[src/rtl/idct_stage1_inv4.sv]
// Input stage of the 8-point IDCT: undoes the odd-part butterfly and sqrt(2)
// scaling of the forward stage, one row per handshake through a 2-deep pipeline.
module idct_stage1_inv4 (
    input  logic               clk,
    input  logic               reset,
    input  logic               in_valid,
    output logic               in_ready,
    input  logic signed [10:0] y0,
    input  logic signed [10:0] y1,
    input  logic signed [25:0] y2,
    input  logic signed [25:0] y3,
    input  logic signed [26:0] y4,
    input  logic signed [26:0] y5,
    input  logic signed [26:0] y6,
    input  logic signed [26:0] y7,
    output logic               out_valid,
    input  logic               out_ready,
    output logic signed [10:0] x0,
    output logic signed [10:0] x1,
    output logic signed [25:0] x2,
    output logic signed [25:0] x3,
    output logic signed [25:0] x4,
    output logic signed [25:0] x5,
    output logic signed [25:0] x6,
    output logic signed [25:0] x7,
    output logic               out_last,
    output logic               sat,
    input  logic               sat_clr
);

    localparam int W = 28;
    localparam int NT = 6;
    localparam int SHIFT [NT] = '{1, 3, 4, 6, 8, 14};
    localparam logic signed [W-1:0] SAT_MAX = 28'sh1FFFFFF;
    localparam logic signed [W-1:0] SAT_MIN = 28'shE000000;

    function automatic logic signed [25:0] clamp26(input logic signed [W-1:0] v);
        if (v > SAT_MAX)      return 26'sh1FFFFFF;
        else if (v < SAT_MIN) return 26'sh2000000;
        else                  return v[25:0];
    endfunction

    function automatic logic out_of_range(input logic signed [W-1:0] v);
        return (v > SAT_MAX) || (v < SAT_MIN);
    endfunction

    // Handshake / advance controls
    logic s1_valid_q, s2_valid_q;
    logic s1_adv, s2_adv, out_hs;

    assign s2_adv   = !s2_valid_q || out_ready;
    assign s1_adv   = !s1_valid_q || s2_adv;
    assign in_ready = s1_adv;
    assign out_hs   = s2_valid_q && out_ready;

    // Stage 1: sums/differences and the individually floored shift terms
    logic signed [W-1:0] y4_w, y5_w, y6_w, y7_w;
    logic signed [W-1:0] s1_sum_d, s1_diff_d;
    logic signed [W-1:0] s1_t5_d [NT];
    logic signed [W-1:0] s1_t6_d [NT];

    logic signed [10:0]  s1_x0_q, s1_x1_q;
    logic signed [25:0]  s1_x2_q, s1_x3_q;
    logic signed [W-1:0] s1_sum_q, s1_diff_q;
    logic signed [W-1:0] s1_t5_q [NT];
    logic signed [W-1:0] s1_t6_q [NT];

    assign y4_w = W'(y4);
    assign y5_w = W'(y5);
    assign y6_w = W'(y6);
    assign y7_w = W'(y7);

    always_comb begin
        s1_sum_d  = y7_w + y4_w;
        s1_diff_d = y7_w - y4_w;
        for (int i = 0; i < NT; i++) begin
            s1_t5_d[i] = y5_w >>> SHIFT[i];
            s1_t6_d[i] = y6_w >>> SHIFT[i];
        end
    end

    // NOTE: sequential state uses non-blocking assignments so every register
    // samples the pre-edge values regardless of statement order.
    always_ff @(posedge clk) begin
        if (reset) begin
            s1_valid_q <= 1'b0;
            s1_x0_q    <= '0;
            s1_x1_q    <= '0;
            s1_x2_q    <= '0;
            s1_x3_q    <= '0;
            s1_sum_q   <= '0;
            s1_diff_q  <= '0;
            for (int i = 0; i < NT; i++) begin
                s1_t5_q[i] <= '0;
                s1_t6_q[i] <= '0;
            end
        end else if (s1_adv) begin
            s1_valid_q <= in_valid;
            if (in_valid) begin
                s1_x0_q   <= y0;
                s1_x1_q   <= y1;
                s1_x2_q   <= y2;
                s1_x3_q   <= y3;
                s1_sum_q  <= s1_sum_d;
                s1_diff_q <= s1_diff_d;
                for (int i = 0; i < NT; i++) begin
                    s1_t5_q[i] <= s1_t5_d[i];
                    s1_t6_q[i] <= s1_t6_d[i];
                end
            end
        end
    end

    // Stage 2: halve, sum the 1/sqrt(2) terms, then clamp to 26 bits
    logic signed [W-1:0] x4_raw, x5_raw, x6_raw, x7_raw;
    logic signed [25:0]  x4_d, x5_d, x6_d, x7_d;
    logic                ovf_d;

    // NOTE: every combinational output gets a default before any branch or
    // loop so no latch can be inferred.
    always_comb begin
        x4_raw = s1_diff_q >>> 1;
        x7_raw = s1_sum_q >>> 1;
        x5_raw = '0;
        x6_raw = '0;
        for (int i = 0; i < NT; i++) begin
            x5_raw = x5_raw + s1_t5_q[i];
            x6_raw = x6_raw + s1_t6_q[i];
        end
        x4_d  = clamp26(x4_raw);
        x5_d  = clamp26(x5_raw);
        x6_d  = clamp26(x6_raw);
        x7_d  = clamp26(x7_raw);
        ovf_d = out_of_range(x4_raw) || out_of_range(x5_raw) ||
                out_of_range(x6_raw) || out_of_range(x7_raw);
    end

    logic signed [10:0] s2_x0_q, s2_x1_q;
    logic signed [25:0] s2_x2_q, s2_x3_q, s2_x4_q, s2_x5_q, s2_x6_q, s2_x7_q;
    logic               s2_ovf_q;

    always_ff @(posedge clk) begin
        if (reset) begin
            s2_valid_q <= 1'b0;
            s2_x0_q    <= '0;
            s2_x1_q    <= '0;
            s2_x2_q    <= '0;
            s2_x3_q    <= '0;
            s2_x4_q    <= '0;
            s2_x5_q    <= '0;
            s2_x6_q    <= '0;
            s2_x7_q    <= '0;
            s2_ovf_q   <= 1'b0;
        end else if (s2_adv) begin
            s2_valid_q <= s1_valid_q;
            if (s1_valid_q) begin
                s2_x0_q  <= s1_x0_q;
                s2_x1_q  <= s1_x1_q;
                s2_x2_q  <= s1_x2_q;
                s2_x3_q  <= s1_x3_q;
                s2_x4_q  <= x4_d;
                s2_x5_q  <= x5_d;
                s2_x6_q  <= x6_d;
                s2_x7_q  <= x7_d;
                s2_ovf_q <= ovf_d;
            end
        end
    end

    // Row position within the 8-row block and sticky saturation flag
    logic [2:0] row_q, row_d;
    logic       sat_q, sat_d;

    always_comb begin
        row_d = out_hs ? row_q + 3'd1 : row_q;
        sat_d = (sat_q && !sat_clr) || (out_hs && s2_ovf_q);
    end

    always_ff @(posedge clk) begin
        if (reset) begin
            row_q <= 3'd0;
            sat_q <= 1'b0;
        end else begin
            row_q <= row_d;
            sat_q <= sat_d;
        end
    end

    assign out_valid = s2_valid_q;
    assign out_last  = s2_valid_q && (row_q == 3'd7);
    assign sat       = sat_q;
    assign x0 = s2_x0_q;
    assign x1 = s2_x1_q;
    assign x2 = s2_x2_q;
    assign x3 = s2_x3_q;
    assign x4 = s2_x4_q;
    assign x5 = s2_x5_q;
    assign x6 = s2_x6_q;
    assign x7 = s2_x7_q;

endmodule

[config.mk]
export PLATFORM = sky130hd
export DESIGN_NAME = idct_stage1_inv4
export DESIGN_NICKNAME = d
export VERILOG_FILES = /design/src/rtl/idct_stage1_inv4.sv
export SDC_FILE = /design/constraint.sdc
export NUM_CORES = 1
export LEC_CHECK = 0
export CAP_MARGIN = 20
export CELL_PAD_IN_SITES_DETAIL_PLACEMENT = 0
export CELL_PAD_IN_SITES_GLOBAL_PLACEMENT = 1
export CORE_MARGIN = 3
export CORE_UTILIZATION = 37
export DETAILED_ROUTE_END_ITERATION = 8
export HOLD_SLACK_MARGIN = 0.03
export PLACE_DENSITY_LB_ADDON = 0.1
export SLEW_MARGIN = 10
export SYNTH_ARGS = -nofsm -noshare
export SYNTH_HDL_FRONTEND = slang
export SYNTH_SLANG_ARGS = --single-unit
[constraint.sdc]
create_clock -name clk -period 5 [get_ports clk]
set_input_delay 1 -clock clk [delete_from_list [all_inputs] [get_ports clk]]
set_output_delay 1 -clock clk [all_outputs]
set_load 0.01 [all_outputs]
# --- Word-level counts from Yosys, hierarchy flattened ---
# Memory sizes are Yosys's and may differ from the RTL's.
# Index checks and enable logic that the tools add are counted.
# Widths: inputs -> output; s select.
word_totals:
  register_bits: 315
  ramBits: 336
  inputBits: 187
  out_inout_bits: 182
  elab_cells: 100
  n_memories: 2
mem_list:
  columns: ["memory", "words", "width", "read_ports", "rd_ports_with_merged_regs", "wr", "line", "rtl"]
  rows:
  - ["s1_t5_q", 6, 28, 6, 0, 6, "65", "logic signed [W-1:0] s1_t5_q [NT];"]
  - ["s1_t6_q", 6, 28, 6, 0, 6, "66", "logic signed [W-1:0] s1_t6_q [NT];"]
classes:
  n_addsub: 13
  n_lt_le_gt_ge: 8
  n_eq_ne: 1
  n_mux: 26
  bitwise_logic: 12
  reduce_logical: 19
ops:
  columns: ["operator", "n"]
  rows:
  - ["$mux 28", 12]
  - ["$add 28x28->28", 10]
  - ["$mux 26", 8]
  - ["$gt 28x26->1 const B", 2]
  - ["$lt 28x26->1 const B", 2]
  - ["$gt 27x26->1 const B", 2]
  - ["$lt 27x26->1 const B", 2]
  - ["$add 27x27->28", 1]
  - ["$sub 27x27->28", 1]
  - ["$or 1x1->1", 12]
  - ["$logic_or 1x1->1", 10]
  - ["$mux 1", 6]
  - ["$logic_and 1x1->1", 4]
  - ["$reduce_and 2->1", 2]
  - ["$add 3x1->3 const B", 1]
  - ["$eq 3x3->1 const B", 1]
  - ["$logic_not 1->1", 3]

# --- Logic depth before layout (Yosys ltp) ---
# Gate-level depths: netlist of the first run.
logic_depth:
  word_depth: 10
  ltp_mapped: 20
  mapped_depth_nobuf: 19

# --- Worst setup path after synthesis of the first run ---
# Ideal clock, no wire load.
synth_path:
  path_kind: "reg-to-reg"
  start: "mem s1_t5_q[5][26]"
  end: "reg s2_x5_q[5] (netlist: x5[5])"
  setup_ns: 0.086
  arrival_time_ns: 5.119
  required_time_ns: 4.914
  path_slack_ns: -0.204
  stages_incl_launch_ff: 20
  path_buffers: 2
  period_less_slack_ns: 5.204
  path_cell_list: "edfxtp_1 -> clkbuf_1 -> inv_1 -> fa_1 -> inv_1 -> fa_1 -> inv_1 -> fa_1 -> inv_1 -> ha_1 -> a21oi_1 -> o21ai_0 -> or4b_1 -> o21ai_2 -> or4_1 -> o211ai_1 -> and2_1 -> o21a_1 -> buf_2 -> a211oi_1"
synth_rtl:
  columns: ["element", "line", "rtl"]
  rows:
  - ["from (decl)", "65", null]
  - ["to (signal assigned)", "150", "s2_x5_q <= '0;"]
  - ["to (signal assigned)", "162", "s2_x5_q <= x5_d;"]
  - ["to (decl)", "139", "logic signed [25:0] s2_x2_q, s2_x3_q, s2_x4_q, s2_x5_q, s2_x6_q, s2_x7_q;"]

==> impl_results.md, run 1 <==
- H-tree levels: 2
- Clock Latency Late Sink: 600 ps
- Seq cells post-synth: 365
- Chip Width: 254 um
- Initial antenna violation count: 3
- Worst-Margin Slew: 1060 ps
- Clk sinks: 365
- Final max-slew violation count: 0
- Crit Path Max Fanout: 21
- Synth cell types: 73
- Post-Layout Cell Count: 3841
- Post-synth ARST share: 0%
- Synthesized area per cell: 8.68 um2
- Setup violators final: 0
- CTS tree: built
- Period utilization: 96.7%
- Min Hold Slack: 423 ps
- Worst VDD drop: 0.260 mV
- Most common cell after layout, fill and taps aside: clkdlybuf4s50_1
- Arr. time, crit path: 5330 ps
- Clk pin slew, worst setup/hold paths: 70 ps
- Pleak: 12.8 nW
- Chip Height: 254 um
- Fin util: 49.0%
- Worst path required time: 5490 ps
- Status: completed
- Post-synth EDFFs: 52
- Initial drt markers: 935
- # port buffers: 366
- Clock skew: 37.3 ps
- Total number of vias: 18900
- Top flop regs: s1_diff_q x27, s1_sum_q x27
- Setup TNS: 0 ps
- Routed wire length: 66100 um
- Gr usage total: 20.2%
- Most frequent cells in the layout: clkdlybuf4s50_1 (365), inv_1 (358), dfxtp_1 (311)
- Max Fclk: 207 MHz
- Mapped Cells: 2619
- Pre-CTS setup slack: -59.2 ps
- Total die area: 64400 um2
- PwrDens: 433 nW/um2
- CTS max path bufs: 3
- Nets: 3496
- First-pass GRT wire length: 104000 um
- Critical path type: reg2reg
- I/O pin total: 369
- Layout cells sized above 1: 9.58%
- Post-Syn Area: 22700 um2
- Initial core utilization: 37.5%
- Setup ws final: 165 ps
- Row count: 90
- Dpl cell area: 27800 um2
- Fin. Hold Viols: 0
- CP endpoint kind: flip-flop
- Number of remaining DRC errors: 0
- Root Driver: clkbuf_16
- Max-slew headroom: 29.2%
- Yosys warnings: 0
- Post-Synthesis Net Count: 3092
- Largest net degree at the start of global routing: 129
- Num CTS Buffers: 43
- Post-DP HPWL: 49100 um
- Post-CTS Hold Buffers: 0
- Placed cells: 3739
- Synth-to-Final Area Change: 30.7%
- CP Launch Type: flip-flop
- Placer Congestion: 0.881
- Final total power: 12.9 mW
- Vias per inst: 4.92
- Max Cap Viol: 0
- Hold crit path type: reg2reg
- DRT Pass-1 Iters: 5
- Gr ovfl total: 0
- CORE AREA: 60600 um2
- DR WL/cell: 17.2 um
- Vias in the first global route: 18800
- Post-DRT Antenna Nets: 0
- Design area: 29700 um2
- Final Critical Period: 4840 ps
- Main flop type after synthesis: dfxtp_1
- Register area share after synthesis: 34.4%
[cell families after synthesis]
logic type | count (synthesis) | synth area share [%]
adders and majority gates | 286 | 21.4
DFF | 365 | 34.4
muxes | 8 | 0.363
xor gates and xnor gates | 96 | 3.70
and+or+nand+nor | 735 | 14.1
AOI/OAI and AO/OA | 618 | 17.4
buffers and inverters | 511 | 8.60
[layer usage]
layer / GRT usage [%] / part of all wire (%) / vias to the layer above
met5: 0 / 0.027 / -
met4: 6.75 / 3.0 / 2
met3: 4.35 / 5.6 / 104
met2: 32.7 / 46 / 391
met1: 26.8 / 45 / 9005
li1: - / - / 9397
[worst max-delay path, stage by stage (launching register included)]
cell and delay, ps:
edfxtp_1 410, clkinvlp_4 120, buf_12 160, fa_1 480, inv_1 60, fa_1 540, inv_1 60, fa_1 530
inv_1 50, ha_1 330, nand2_1 80, o21ai_1 90, or4b_4 510, o21ai_4 210, or4_4 160, o211ai_1 130
and2_4 210, o21a_4 220, buf_12 160, a211oi_1 210
[area by class of cell]
type	count	area [um2]
Fill cell	5732	30900
Multi-Input combinational cell	1743	13300
Sequential cell	365	7830
Timing Repair Buffer	495	4740
Inverter	375	1410
Clock buffer	59	1200
Tap cell	782	978
Clock inverter	20	203
Antenna cell	2	5.00
[synth_stat cells (62+ instances only)]
master	n	area [um2]
inv_1	373	1400
dfxtp_1	313	6270
nand2_1	298	1120
nor2_1	225	845
a21oi_1	222	1110
fa_1	170	3400
o21ai_0	134	671
clkbuf_1	121	454
ha_1	116	1450
a22o_1	78	683
nor3_1	70	350
xnor2_1	62	543
[path summary, 6_finish.rpt]
kind	slack, ps	depth (start not counted)	endpoint	from
setup reg to reg	160	19	x5[17]	s1_t5_q[5][26]
setup / recovery	160	19	x5[17]	s1_t5_q[5][26]
hold / removal	420	2	x1[10]	s1_x1_q[10]
hold reg to reg	420	2	x1[10]	s1_x1_q[10]
[power breakdown]
group	leakage [nW]	internal (mW)	switching (mW)	total [mW]
Clock	0.690	1.80	1.33	3.13
Combinational	9.00	2.94	3.40	6.34
Sequential	3.14	3.22	0.185	3.40
[repair_timing]
action / in CTS / in global routing
setup buffers: 2 / 18
pin swaps: 1 / 28
resized for setup: 3 / 78
endpoints found under the setup margin: 51 / 51
endpoints found under the hold margin: 0 / 0
Note: power is estimated with default switching activity, not from simulation.
==> inputs of run 2 (changes only) <==
--- a/config.mk
+++ b/config.mk
@@ -5,7 +5,7 @@
 export SDC_FILE = /design/constraint.sdc
 export NUM_CORES = 1
 export LEC_CHECK = 0
-export CAP_MARGIN = 20
+export CAP_MARGIN = 25
 export CELL_PAD_IN_SITES_DETAIL_PLACEMENT = 0
 export CELL_PAD_IN_SITES_GLOBAL_PLACEMENT = 1
 export CORE_MARGIN = 3
==> run 2 against run 1 <==
Critical path depth is 1 higher. Via count is 0.11% higher. Cell area is 0.76% higher. Count of clock-buffer cells in the layout is 5 lower. First-iteration DRC count is 8.8% lower. Non-clock buffer count is 9 higher. Final cell count is 0.18% higher. Clock power is 2% higher. Clock skew is 23 ps lower. Maximum frequency is 0.86% lower. Critical path type unchanged.
==> impl_results.md, run 2 (synthesized netlist as in run 1, its figures left out) <==
- Initial drt markers: 853 (-8.8%)
- CP endpoint kind: flip-flop
- I/O pin total: 369 (unchanged)
- H-tree levels: 2 (unchanged)
- PwrDens: 439 nW/um2 (+1.3%)
- Top flop regs: s1_diff_q x27, s1_sum_q x27
- Final max-slew violation count: 0 (unchanged)
- Worst VDD drop: 0.286 mV (+9.8%)
- Placer Congestion: 0.881 (unchanged)
- Design area: 29900 um2 (+0.76%)
- Row count: 90 (unchanged)
- CP Launch Type: flip-flop
- Vias per inst: 4.92 (about the same)
- Total die area: 64400 um2 (unchanged)
- Pre-CTS setup slack: -34.1 ps (+25.1 ps)
- DRT Pass-1 Iters: 5 (unchanged)
- Num CTS Buffers: 43 (unchanged)
- Vias in the first global route: 18700 (-0.38%)
- Clk pin slew, worst setup/hold paths: 60 ps (about the same)
- Crit Path Max Fanout: 5 (-76%)
- Pleak: 12.9 nW (+0.71%)
- Gr usage total: 20.1% (-0.080 points)
- Setup violators final: 0 (unchanged)
- DR WL/cell: 17.3 um (+0.27%)
- Initial core utilization: 37.5% (unchanged)
- Most frequent cells in the layout: clkdlybuf4s50_1 (365), inv_1 (354), dfxtp_1 (311)
- Gr ovfl total: 0 (unchanged)
- Largest net degree at the start of global routing: 129 (unchanged)
- Root Driver: clkbuf_16
- Routed wire length: 66400 um (+0.45%)
- Total number of vias: 18900 (+0.11%)
- Post-DRT Antenna Nets: 0 (unchanged)
- Clk sinks: 365 (unchanged)
- Status: completed
- Initial antenna violation count: 2 (-1)
- Number of remaining DRC errors: 0 (unchanged)
- CTS tree: built
- Max Fclk: 205 MHz (-0.86%)
- Clock skew: 14.4 ps (-22.8 ps)
- Setup ws final: 123 ps (-41.9 ps)
- Chip Width: 254 um (unchanged)
- Max-slew headroom: 35.4% (+6.1 points)
- Max Cap Viol: 0 (unchanged)
- Worst path required time: 5430 ps (-60 ps)
- Chip Height: 254 um (unchanged)
- Most common cell after layout, fill and taps aside: clkdlybuf4s50_1
- Period utilization: 97.5% (+0.84 points)
- Nets: 3505 (+0.26%)
- Final total power: 13.1 mW (+2.0%)
- Final Critical Period: 4880 ps (+41.9 ps)
- First-pass GRT wire length: 103000 um (-0.47%)
- Fin. Hold Viols: 0 (unchanged)
- Worst-Margin Slew: 969 ps (-90.7 ps)
- Dpl cell area: 27800 um2 (about the same)
- CTS max path bufs: 3 (unchanged)
- Fin util: 49.4% (+0.37 points)
- Critical path type: reg2reg
- # port buffers: 366 (unchanged)
- Layout cells sized above 1: 10.3% (+0.76 points)
- Post-CTS Hold Buffers: 0 (unchanged)
- Synth-to-Final Area Change: 31.7%
- Post-DP HPWL: 49200 um (+0.40%)
- Hold crit path type: reg2reg
- Arr. time, crit path: 5310 ps (-20 ps)
- Clock Latency Late Sink: 580 ps (-20 ps)
- CORE AREA: 60600 um2 (unchanged)
## run 2: power breakdown
group / internal [mW] / switching (mW)
logic: 3.07 / 3.48
clock network: 1.87 / 1.32
registers: 3.22 / 0.180
total: 8.15 / 4.98
## run 2: what timing repair did
action / CTS / global route
gates cloned: 0 / 4
pin swaps: 1 / 41
setup endpoints to repair: 51 / 51
hold endpoints to repair: 0 / 0
resized for setup: 3 / 101
setup buffers: 1 / 23
## run 2: area by class of cell
type	instances	area [um2]
diodes	2	5.00
inverters	375	1420
clock inverters	23	300
repair buffers	504	4880
well taps	782	978
fillers	5743	30700
flip-flops and latches	365	7830
multi-input cells	1743	13400
clock buffers	54	1120
## run 2: layer usage
layer	global-route usage (%)	routed length (um)	part of all wire (%)	vias up
met5	0	0	0	-
met4	5.88	1620	2.4	0
met3	4.54	3990	6.0	90
met2	33.1	30900	47	399
met1	26.4	29900	45	9005
li1	-	-	-	9425
## run 2: worst max-delay path: stages (launching register included)
cell and delay [ps]:
edfxtp_1 410, clkinvlp_4 180, clkbuf_16 190, fa_1 480, inv_1 50, fa_1 530, inv_1 50, fa_1 440
inv_2 90, ha_4 220, a21oi_2 150, o21ai_2 80, or4b_4 550, o21ai_4 220, buf_6 130, o2111ai_1 100
o211ai_1 180, and2_4 200, o21a_4 220, clkbuf_16 190, a211oi_2 60
## run 2: final timing paths
check | endpoint | depth (start not counted) | slack [ps] | startpoint
min reg2reg | x1[10] | 2 | 440 | s1_x1_q[10]
min | x1[10] | 2 | 440 | s1_x1_q[10]
max reg2reg | x5[4] | 20 | 120 | s1_t5_q[5][26]
max | x5[4] | 20 | 120 | s1_t5_q[5][26]
## run 2: through the flow
stage | hold slack (ps) | cells | TNS, ps
2_1_floorplan | 432 | 2619 | 0
3_3_place_gp | 437 | 3739 | -70.5
3_5_place_dp | 443 | 3740 | -848
4_1_cts | 449 | 3818 | 0
5_1_grt | 462 | 3848 | -1170
6_report | 440 | 3848 | 0
